===== src/rtl/div_seq_pkg.sv =====
// ---------------------------------------------------------------------------
// div_seq_pkg: shared types and constants for the iterative divider | rev 1.0
// ---------------------------------------------------------------------------
`default_nettype none

package div_seq_pkg;

   localparam int XLEN = 32;

   localparam logic [XLEN-1:0] DIV_ZERO_Q = {XLEN{1'b1}};
   localparam logic [XLEN-1:0] SIGNED_MIN = {1'b1, {(XLEN-1){1'b0}}};

   typedef enum logic [2:0] {
      ST_IDLE = 3'd0,
      ST_PREP = 3'd1,
      ST_ITER = 3'd2,
      ST_FIX  = 3'd3,
      ST_DONE = 3'd4
   } state_e;

   function automatic logic [XLEN-1:0] negate_if(input logic [XLEN-1:0] v,
                                                  input logic neg);
      return neg ? -v : v;
   endfunction

endpackage

`default_nettype wire


===== src/rtl/div_seq_step.sv =====
// ---------------------------------------------------------------------------
// div_step: one combinational restoring-division iteration | rev 1.0
// ---------------------------------------------------------------------------
`default_nettype none

module div_step #(
   parameter int XLEN = 32
) (
   input  logic [XLEN:0]   rem_i,
   input  logic [XLEN-1:0] quo_i,
   input  logic [XLEN-1:0] divisor_i,
   output logic [XLEN:0]   rem_o,
   output logic [XLEN-1:0] quo_o
);
   import div_seq_pkg::*;

   // One guard bit beyond the partial remainder carries the trial sign.
   logic [XLEN+1:0] shifted;
   logic [XLEN+1:0] diff;

   always_comb begin
      shifted = {rem_i, quo_i[XLEN-1]};
      diff    = shifted - {2'b00, divisor_i};
      if (!diff[XLEN+1]) begin
         rem_o = diff[XLEN:0];
         quo_o = {quo_i[XLEN-2:0], 1'b1};
      end else begin
         rem_o = shifted[XLEN:0];
         quo_o = {quo_i[XLEN-2:0], 1'b0};
      end
   end

endmodule

`default_nettype wire


===== src/rtl/div_seq.sv =====
// ---------------------------------------------------------------------------
// div_seq: RV32M DIV/DIVU/REM/REMU sequencer, one quotient bit per cycle | rev 1.0
// ---------------------------------------------------------------------------
`default_nettype none

module div_seq #(
   parameter int XLEN = div_seq_pkg::XLEN
) (
   input  logic            clk,
   input  logic            rst_n,
   input  logic            req_valid_i,
   output logic            req_ready_o,
   input  logic [XLEN-1:0] dividend_i,
   input  logic [XLEN-1:0] divisor_i,
   input  logic            unsign_i,
   input  logic            rem_i,
   input  logic            flush_i,
   output logic            resp_valid_o,
   input  logic            resp_ready_i,
   output logic [XLEN-1:0] result_o,
   output logic            busy_o
);
   import div_seq_pkg::*;

   localparam int CNT_W = $clog2(XLEN);

   state_e            state_q, state_d;
   logic [XLEN-1:0]   dvd_q, dvd_d;
   logic [XLEN-1:0]   dvs_q, dvs_d;
   logic [XLEN-1:0]   quo_q, quo_d;
   logic [XLEN:0]     prem_q, prem_d;
   logic [XLEN-1:0]   result_q, result_d;
   logic [CNT_W-1:0]  cnt_q, cnt_d;
   logic              unsign_q, unsign_d;
   logic              remsel_q, remsel_d;
   logic              sdvd_q, sdvd_d;
   logic              sdvs_q, sdvs_d;

   logic [XLEN:0]     step_rem;
   logic [XLEN-1:0]   step_quo;
   logic              dvd_neg, dvs_neg;

   div_step #(.XLEN(XLEN)) u_step (
      .rem_i     (prem_q),
      .quo_i     (quo_q),
      .divisor_i (dvs_q),
      .rem_o     (step_rem),
      .quo_o     (step_quo)
   );

   assign dvd_neg = !unsign_q && dvd_q[XLEN-1];
   assign dvs_neg = !unsign_q && dvs_q[XLEN-1];

   always_comb begin
      state_d  = state_q;
      dvd_d    = dvd_q;
      dvs_d    = dvs_q;
      quo_d    = quo_q;
      prem_d   = prem_q;
      result_d = result_q;
      cnt_d    = cnt_q;
      unsign_d = unsign_q;
      remsel_d = remsel_q;
      sdvd_d   = sdvd_q;
      sdvs_d   = sdvs_q;

      case (state_q)
         ST_IDLE: begin
            if (req_valid_i && !flush_i) begin
               dvd_d    = dividend_i;
               dvs_d    = divisor_i;
               unsign_d = unsign_i;
               remsel_d = rem_i;
               state_d  = ST_PREP;
            end
         end
         ST_PREP: begin
            sdvd_d = dvd_neg;
            sdvs_d = dvs_neg;
            if (dvs_q == '0) begin
               result_d = remsel_q ? dvd_q : DIV_ZERO_Q;
               state_d  = ST_DONE;
            end else if (!unsign_q && dvd_q == SIGNED_MIN && dvs_q == '1) begin
               result_d = remsel_q ? '0 : SIGNED_MIN;
               state_d  = ST_DONE;
            end else begin
               // The divisor register is reused to hold its magnitude.
               prem_d  = '0;
               quo_d   = negate_if(dvd_q, dvd_neg);
               dvs_d   = negate_if(dvs_q, dvs_neg);
               cnt_d   = CNT_W'(XLEN - 1);
               state_d = ST_ITER;
            end
         end
         ST_ITER: begin
            prem_d = step_rem;
            quo_d  = step_quo;
            cnt_d  = cnt_q - CNT_W'(1);
            if (cnt_q == '0) begin
               state_d = ST_FIX;
            end
         end
         ST_FIX: begin
            result_d = remsel_q ? negate_if(prem_q[XLEN-1:0], sdvd_q)
                                : negate_if(quo_q, sdvd_q ^ sdvs_q);
            state_d  = ST_DONE;
         end
         ST_DONE: begin
            if (resp_ready_i) begin
               state_d = ST_IDLE;
            end
         end
         default: state_d = ST_IDLE;
      endcase

      if (flush_i && state_q != ST_IDLE) begin
         state_d = ST_IDLE;
      end
   end

   always_ff @(posedge clk) begin
      if (!rst_n) begin
         state_q  <= ST_IDLE;
         dvd_q    <= '0;
         dvs_q    <= '0;
         quo_q    <= '0;
         prem_q   <= '0;
         result_q <= '0;
         cnt_q    <= '0;
         unsign_q <= 1'b0;
         remsel_q <= 1'b0;
         sdvd_q   <= 1'b0;
         sdvs_q   <= 1'b0;
      end else begin
         state_q  <= state_d;
         dvd_q    <= dvd_d;
         dvs_q    <= dvs_d;
         quo_q    <= quo_d;
         prem_q   <= prem_d;
         result_q <= result_d;
         cnt_q    <= cnt_d;
         unsign_q <= unsign_d;
         remsel_q <= remsel_d;
         sdvd_q   <= sdvd_d;
         sdvs_q   <= sdvs_d;
      end
   end

   assign req_ready_o  = (state_q == ST_IDLE) && !flush_i;
   assign resp_valid_o = (state_q == ST_DONE);
   assign busy_o       = (state_q != ST_IDLE);
   assign result_o     = result_q;

endmodule

`default_nettype wire


===== config.mk =====
export PLATFORM = sky130hd
export DESIGN_NAME = div_seq
export DESIGN_NICKNAME = d
export VERILOG_FILES = /design/src/rtl/div_seq_pkg.sv /design/src/rtl/div_seq_step.sv /design/src/rtl/div_seq.sv
export SDC_FILE = /design/constraint.sdc
export NUM_CORES = 1
export LEC_CHECK = 0
export ABC_AREA = 0
export BUFFER_PORTS_ARGS = -buffer_cell sky130_fd_sc_hd__buf_2
export CELL_PAD_IN_SITES_DETAIL_PLACEMENT = 0
export CELL_PAD_IN_SITES_GLOBAL_PLACEMENT = 1
export CORE_MARGIN = 8
export CORE_UTILIZATION = 40
export CTS_BUF_LIST = sky130_fd_sc_hd__clkbuf_4
export DETAILED_ROUTE_END_ITERATION = 6
export GPL_TIMING_DRIVEN = 0
export PLACE_DENSITY_LB_ADDON = 0.12
export SLEW_MARGIN = 20
export SYNTH_ARGS = -nofsm -noshare
export SYNTH_HDL_FRONTEND = slang
export SYNTH_HIERARCHICAL = 1
export SYNTH_SLANG_ARGS = --single-unit

===== constraint.sdc =====
create_clock -name clk -period 3.35 [get_ports clk]
set_clock_uncertainty 0.1 [all_clocks]
set_input_delay 0.335 -clock clk [delete_from_list [all_inputs] [get_ports clk]]
set_output_delay 0.335 -clock clk [all_outputs]
set_load 0.03 [all_outputs]

==> summary.txt <==
Run status
  • Status: complete, but fails checks
  • Failing checks: DRC, setup timing

Finish
  • Layout fillers: 3197
  • Nets: 2010
  • Most common cell after layout, fill and taps aside: nand2_1
  • Util after Layout: 0.488
  • Share of post-route cells with drive strength above 1: 0.166
  • Synth-to-layout area growth: 20.9%
  • Commonest non-fill, non-tap cells in the layout: 243 x nand2_1, 157 x a21oi_1, 148 x dfxtp_1

Setup path
  • Worst flop-to-flop path startpoint: dvs_q[8]
  • Nature of the critical path startpoint: register
  • Worst Path Buf+Inv: 4
  • Crit path kind: register to register
  • Slowest stage delay, CP: 0.40 ns
  • Reg-to-reg endpoint: prem_q[16]
  • Reg2reg setup slack: -0.20 ns
  • Critical Path Start: dvs_q[8]
  • Crit path max fanout: 6
  • Most common cell on crit path: buf_8
  • Crit end category: register
  • FF-to-FF path depth: 15
  • Critical path arrival: 4.04 ns
  • Req. time, crit path: 3.84 ns
  • CP max stage cell: dfxtp_4
  • CP cell instances: inv_1, ha_4, and3_1, or3b_4, a211oi_4, o31ai_1, and3_4, o31ai_4, xor2_2, buf_6, buf_8, buf_8, mux2i_1, nand2_1, a21oi_2
  • CP delay by family, top: compound AO/OA/AOI/OAI gates

Floorplanning
  • FP Rows: 65
  • Die W: 194 µm
  • Ports: 106
  • Starting Density: 0.404
  • Core Area: 0.0313 mm²
  • Die area: 0.0375 mm²
  • Height of the die: 194 µm

Yosys
  • Synth async-reset ratio: 0
  • Netlist cell types: 85
  • Post-synth EDFFs: 0
  • Syn Area/Cell: 7.53 µm²
  • Synth Flop Type: dfxtp_1
  • Flops & latches, synth: 173
  • Syn Std Cell Area: 0.0126 mm²
  • Sequential fraction of the synthesis area: 0.274
  • Synth Net Count: 1789
  • Cells after synthesis: 1678
  • Yosys warning count: 6

CTS
  • Clk slew on worst S/H paths: 0.16 ns
  • CTS tree: built
  • Maximum clock insertion buffer count: 2
  • Max H-tree Level: 4
  • Clock sinks: 173
  • Worst-skew pair later-pin latency: 0.68 ns
  • TritonCTS Buffers: 17
  • Root buffer cell: clkbuf_4

Hold path
  • HP Class: primary input to register
  • Worst Hold Depth: 4
  • Worst hold start: divisor_i[26]
  • Hold EP: dvs_q[26]

Pwr
  • PD cells: 403 mW/mm²
  • Leakage power: 6.06 nW
  • Peak supply drop: 0.244 mV

Run
  • Max-cap violations: 0

Detailed routing
  • DRC Markers: 5
  • Final wirelength: 53.9 mm
  • Wirelength per Cell: 23.3 µm
  • DR pass1 iterations: 7
  • DRT antenna net count: 0
  • DR iter-0 viols: 1068
  • Via density: 6.00
  • Total number of vias: 13900

GRT
  • Vias in the first global route: 13100
  • GRT Total Usage: 0.277
  • Largest net degree at the start of global routing: 17
  • Grt ovf: 0
  • First-pass GRT wire length: 81.2 mm
  • Antenna violations before repair: 1

Timing
  • Setup-failing EPs final: 34
  • Fin crit period: 3.55 ns
  • Max_slew headroom: 0.341
  • Fin worst setup slack: -0.202 ns
  • F_max: 0.282 GHz
  • Fin. Hold Viols: 0
  • Slew Viols, Final: 0
  • Final Cycle Share: 1.06
  • Fin Setup TNS: -4.92 ns
  • Least-Margin Pin Slew: 0.981 ns
  • Unrepaired setup endpoints after global routing: yes

Place
  • I/O Buffers: 105
  • Placer Congestion: 0.952
  • Final HPWL DP: 40.8 mm
-- synthesized netlist by cell type, types with 39 or more instances --
cell | n | share of area
o31ai_1 | 42 | 0.025
ha_1 | 39 | 0.039
xnor2_1 | 72 | 0.050
a21oi_1 | 162 | 0.064
inv_1 | 71 | 0.021
xor2_1 | 43 | 0.030
clkbuf_1 | 89 | 0.026
nor2_1 | 116 | 0.034
nand2_1 | 244 | 0.072
nor3_1 | 53 | 0.021
o21ai_0 | 60 | 0.024
dfxtp_1 | 173 | 0.27
-- tightest hold or removal path, cell delays in order --
cell and delay, ns:
buf_2 0.10, nand2_1 0.10, a211oi_1 0.08, a31o_1 0.17
-- routing by layer --
metal  global-route usage  share of wire
met2                0.485           0.49
met3               0.0382          0.054
met4                0.106          0.043
met1                0.339           0.41
met5                    0              0
-- through the flow --
stage	power [mW]	instances	hold WS (ns)	instance area (µm²)	setup WS, ns
finish	6.16	2316	0.0439	15300	-0.202
global route	6.47	2315	0.0257	15300	-0.311
CTS	6.02	2297	0.0224	15000	-0.110
detailed placement	4.52	2185	0.359	13700	-0.811
global placement	4.52	2185	0.353	13700	-0.820
floorplan	3.87	1678	0.313	12600	0.189
-- worst max-delay path by stage --
stage	slack (ns)	cells after the start	endpoint
after floorplan	0.19	14	prem_q[27]
after global placement	-0.82	15	prem_q[16]
after detailed placement	-0.81	15	prem_q[16]
after CTS	-0.11	14	prem_q[17]
after global routing	-0.31	15	prem_q[16]
final	-0.20	15	prem_q[16]
-- kinds of logic after synthesis --
| logic type | share of synthesized area |
|---|---|
| xor gates and xnor gates | 0.0797 |
| DFF | 0.274 |
| AOI/OAI and AO/OA | 0.272 |
| and+or+nand+nor | 0.226 |
| adders and majority gates | 0.0402 |
| muxes | 0.0285 |
| buffers and inverters | 0.0788 |
-- flip-flops by register name, indices dropped and copies added, names as in the netlist --
register  flops
prem_q       33
dvd_q        32
dvs_q        32
quo_q        32
result_o     32
cnt_q         5
state_q       3
remsel_q      1
sdvd_q        1
sdvs_q        1
unsign_q      1
-- power breakdown --
group          switching, mW  internal (mW)  total (mW)
clock network          0.883          0.465        1.35
registers              0.225           2.19        2.41
logic                   1.44          0.954        2.40
-- final cells by class --
cell class,instances,area [µm²],share of cell area
clock buffers,18,135,0.00884
repair buffers,206,1490,0.0972
flip-flops and latches,173,3520,0.231
inverters,71,267,0.0174
plain buffers,140,761,0.0498
multi-input cells,1290,8440,0.553
diodes,2,5.00,0.000328
clock inverters,14,158,0.0103
well taps,402,503,0.0329
-- what timing repair did --
item	4_1_cts	5_1_grt
pin swaps	6	18
gates resized for setup	59	48
hold endpoints to repair	67	0
gates cloned	1	2
endpoints found under the setup margin	134	100
hold buffers	67	0
setup buffers	16	16
No activity file was read; power rests on OpenSTA's default activity.
